File: src/rtl/demorgan_pkg.sv
// Shared types and golden functions for the De Morgan sweep checker.
// Optional build macro used elsewhere: DEMORGAN_FIRST_FAIL_EN.
`ifndef DEMORGAN_PKG_SV
`define DEMORGAN_PKG_SV

`define DEMORGAN_COS(a, b) (~((a) | (b)))
`define DEMORGAN_COP(a, b) (~((a) & (b)))

package demorgan_pkg;

  typedef enum logic [1:0] {
    IDLE  = 2'd0,
    DRIVE = 2'd1,
    CHECK = 2'd2,
    DONE  = 2'd3
  } state_t;

  // Vector index width: {a,b} concatenated.
  function automatic int vec_w(input int width);
    return 2 * width;
  endfunction

endpackage

`endif

File: src/rtl/demorgan_vec_gen.sv
// Vector index generator: owns the {a,b} index, the settle counter and the last-vector flag.
// Part of demorgan_sweep_checker (optional macro DEMORGAN_FIRST_FAIL_EN lives in the top).
module demorgan_vec_gen
  import demorgan_pkg::*;
#(
  parameter int VW            = 4,
  parameter int SETTLE_CYCLES = 1
) (
  input  logic          clk,
  input  logic          rst_n,
  input  logic          load_i,
  input  logic          drive_i,
  input  logic          step_i,
  output logic [VW-1:0] idx_o,
  output logic          settle_done_o,
  output logic          last_o
);

  localparam int CW = 4;

  logic [CW-1:0] cnt_q, cnt_d;
  logic [VW-1:0] idx_q, idx_d;

  assign settle_done_o = drive_i && (cnt_q == CW'(SETTLE_CYCLES - 1));
  assign last_o        = (idx_q == {VW{1'b1}});
  assign idx_o         = idx_q;

  always_comb begin
    idx_d = idx_q;
    if (load_i) begin
      idx_d = '0;
    end else if (step_i) begin
      idx_d = idx_q + VW'(1);
    end
  end

  // Counter only advances while a vector is being held; it is zero on every DRIVE entry.
  always_comb begin
    cnt_d = '0;
    if (drive_i && !settle_done_o) begin
      cnt_d = cnt_q + CW'(1);
    end
  end

  always_ff @(posedge clk) begin
    if (!rst_n) begin
      idx_q <= '0;
      cnt_q <= '0;
    end else begin
      idx_q <= idx_d;
      cnt_q <= cnt_d;
    end
  end

endmodule

File: config.mk
export PLATFORM = sky130hd
export DESIGN_NAME = demorgan_vec_gen
export DESIGN_NICKNAME = d
export VERILOG_FILES = /design/src/rtl/demorgan_pkg.sv /design/src/rtl/demorgan_vec_gen.sv
export SDC_FILE = /design/constraint.sdc
export NUM_CORES = 1
export LEC_CHECK = 0
export BUFFER_PORTS_ARGS = -buffer_cell sky130_fd_sc_hd__buf_4
export CAP_MARGIN = 20
export CORE_AREA = 2 2 39 41
export CTS_CLUSTER_DIAMETER = 200
export DETAILED_ROUTE_END_ITERATION = 6
export DIE_AREA = 0 0 41 43
export PLACE_DENSITY = 0.48
export SETUP_SLACK_MARGIN = 0.4
export SYNTH_ARGS = -nofsm -noshare
export SYNTH_HDL_FRONTEND = slang
export SYNTH_SLANG_ARGS = --single-unit
File: constraint.sdc
create_clock -name clk -period 1.26 [get_ports clk]
set_input_delay 0.126 -clock clk [delete_from_list [all_inputs] [get_ports clk]]
set_output_delay 0.126 -clock clk [all_outputs]
set_load 0.02 [all_outputs]
==> flow_metrics.tcl <==
set metrics [dict create \
    yosys.area.top_type_share 0.4429 \
    grt_setup_unrepaired "yes" \
    post_drt_via_cell_ratio 4.267 \
    cts-root-to-sink-buffers 2 \
    worstSetupEndpointType "output pin" \
    setup_viol_count_final 1 \
    antenna_cells 0 \
    synth_ff_type "dfxtp_1" \
    synth_top_cells_by_area "dfxtp_1 (44%), ha_1 (10%), nor2_1 (7.3%)" \
    finish.net_count 68 \
    grt_first_pass_wirelength_um 1269 \
    via_count 320 \
    power.static_leakage_uw 0.0002871 \
    worst-endpoint-arrival_ns 1.18 \
    syn-instance-count 36 \
    rows 14 \
    max_slew_margin 0.7887 \
    p_sw_frac 0.2176 \
    drt_wl_total_um 864 \
    synth_seq_cells 8 \
    placeableCoreArea_um2 1384 \
    synthMostInstantiatedCell "dfxtp_1" \
    cts-htree-levels 1 \
    run_status "finished, violations left" \
    die-width_um 41 \
    period_minus_slack_ns 1.306 \
    clock-sinks 8 \
    layout_worst_path_cycle_share 1.037 \
    area.growth.synth_to_final_pct 85.12 \
    synth-edff-count 0 \
    netSwitchingPower_uw 113.3 \
    required_ns 1.13 \
    stdcell_area_um2 669.4 \
    floorplan.die_area_um2 1763 \
    violations_in_the_final_reports "setup timing" \
    worst_setup_slack_for_register_to_register_paths_ns 0.08 \
    crit_path_max_fanout 2 \
    pwr-share-comb 0.116 \
    final.setup_skew_ns 0.0003331 \
    worst-slew-pin-transition_ns 0.3162 \
    maximum_vdd_ir_drop_uv 498.5 \
    synthDistinctLibCells 15 \
    mappedNetlistNets 44 \
    global_route.overflow_total 0 \
    place_congestion 0.6706 \
    antenna_found_initial 0 \
    design.portCount 11 \
    final_hold_viol_count 0 \
    number_of_pins_with_negative_max_slew_slack_in_the_final_report 0 \
    drt_iter0_markers 2 \
    synth_sequential_area_ratio 0.4429 \
    routed_wire_length_per_instance_um 11.52 \
    power.clock.fraction 0.398 \
    synthesis.area_um2 361.6 \
    synth_largest_area_cell "dfxtp_1" \
    dpl_cell_area_um2 515.5 \
    tritoncts "done" \
    fin_ws_ns -0.04644 \
    clk_pin_slew_worst_paths_ns 0.05 \
    worst_min_path_class "primary input to flip-flop" \
    synth_common_cells "dfxtp_1 (8), nor2_1 (7), inv_1 (4)" \
    maxCapViolCount 0 \
    die_ht_um 43 \
    grt_start_max_net_pins 6 \
    yosys_warnings 0 \
    final_antenna_net_count 0 \
    post_synth.cell_area_avg_um2 10.04 \
    timing.setup.critical_path_class "flip-flop to output pin" \
    drt_first_pass_iters 2 \
    setup.worst_path.start_class "flip-flop" \
    p_int_uw 407.6 \
    finish.utilization 0.4837 \
    fillers 135 \
    cts_inserted_buffers 3 \
    number_of_drc_violations_after_detailed_routing 0 \
    clk-insertion-delay-late_ns 0.25 \
    max_freq_ghz 0.7654 \
    portBuffers 10 \
    drive_above_1_share 0.6610 \
    groute.usage.overall 0.1080 \
    cellPowerDensity_nw_per_um2 778.1 \
    initial_core_util 0.2613 \
    dpl.hpwl_um 518.8 \
    first_global_vias 302 \
    asyncSetResetFlopFracSynth 0 \
    pwr-share-seq 0.486 \
    cts_root_buf "clkbuf_4" \
]
[placed cells by master, fill, tap and decap left out, types with 2 or more instances in the layout]
cell and instances:
inv_2 2, nor2_1 7, buf_4 8, clkbuf_4 3, xor2_1 3, dfxtp_4 3, dfxtp_2 3, ha_4 2
dfxtp_1 2, buf_6 11
[layout make-up]
type / count / area, µm² / share of cell area
Timing Repair Buffer: 19 / 183.9 / 0.2748
Inverter: 4 / 17.52 / 0.02617
Clock buffer: 4 / 26.28 / 0.03925
Tap cell: 16 / 20.02 / 0.02991
Multi-Input combinational cell: 24 / 246.5 / 0.3682
Sequential cell: 8 / 175.2 / 0.2617
[power by group through the flow]
stage / registers (µW) / logic (µW) / clock network [µW]
4_1_cts: 255 / 53.3 / 211
5_1_grt: 253 / 64.1 / 227
3_5_place_dp: 262 / 39.1 / 0
6_report: 253 / 60.5 / 207
2_1_floorplan: 264 / 14.5 / 0
3_3_place_gp: 261 / 38.1 / 0
[per-stage QoR]
stage	setup TNS, ns	total power [µW]	hold WS [ns]	cells	setup slack (ns)
global placement	0	299.6	0.4068	62	0.2354
detailed placement	0	300.9	0.4125	62	0.1989
CTS	-0.04352	520.1	0.1572	72	-0.04352
global route	-0.09113	544.4	0.1645	75	-0.09113
floorplan	0	278.7	0.2611	36	0.2597
finish	-0.04644	520.9	0.1661	75	-0.04644
[final timing paths]
kind | from | to | depth (start not counted)
min | drive_i | cnt_q[3] | 3
min reg2reg | cnt_q[0] | cnt_q[0] | 2
max | cnt_q[1] | settle_done_o | 5
max reg2reg | cnt_q[1] | cnt_q[1] | 6
[per-layer routing]
metal  share of wire  global-route usage  vias up  wire length (µm)
met2            0.58              0.1844        5               504
met5               0                   0        -                 0
met3           0.043             0.04712        0                37
li1                -                   -      162                 -
met4               0             0.02000        0                 0
met1            0.37              0.1176      153               323
[sequential cells by signal, indices dropped and copies added (netlist names)]
register  flops
cnt_q         4
idx_o         4
[repair_timing]
action,in CTS,in global routing
endpoints found under the setup margin,12,14
gates resized for setup,11,5
hold buffers,0,0
setup buffers,6,3
pin swaps,8,10
[worst max-delay path, cell delays in order (launching register included)]
cell and delay, ns:
dfxtp_2 0.32, inv_2 0.06, ha_4 0.13, inv_4 0.03, nor4b_4 0.21, buf_4 0.18
[cells by family after synthesis]
family,synth area share
xor+xnor,0.1211
compound gates,0.07268
flops,0.4429
mux,0.02768
buf+inv,0.04151
simple gates,0.1904
fa+ha+maj,0.1038
(Power assumes the default switching activity.)
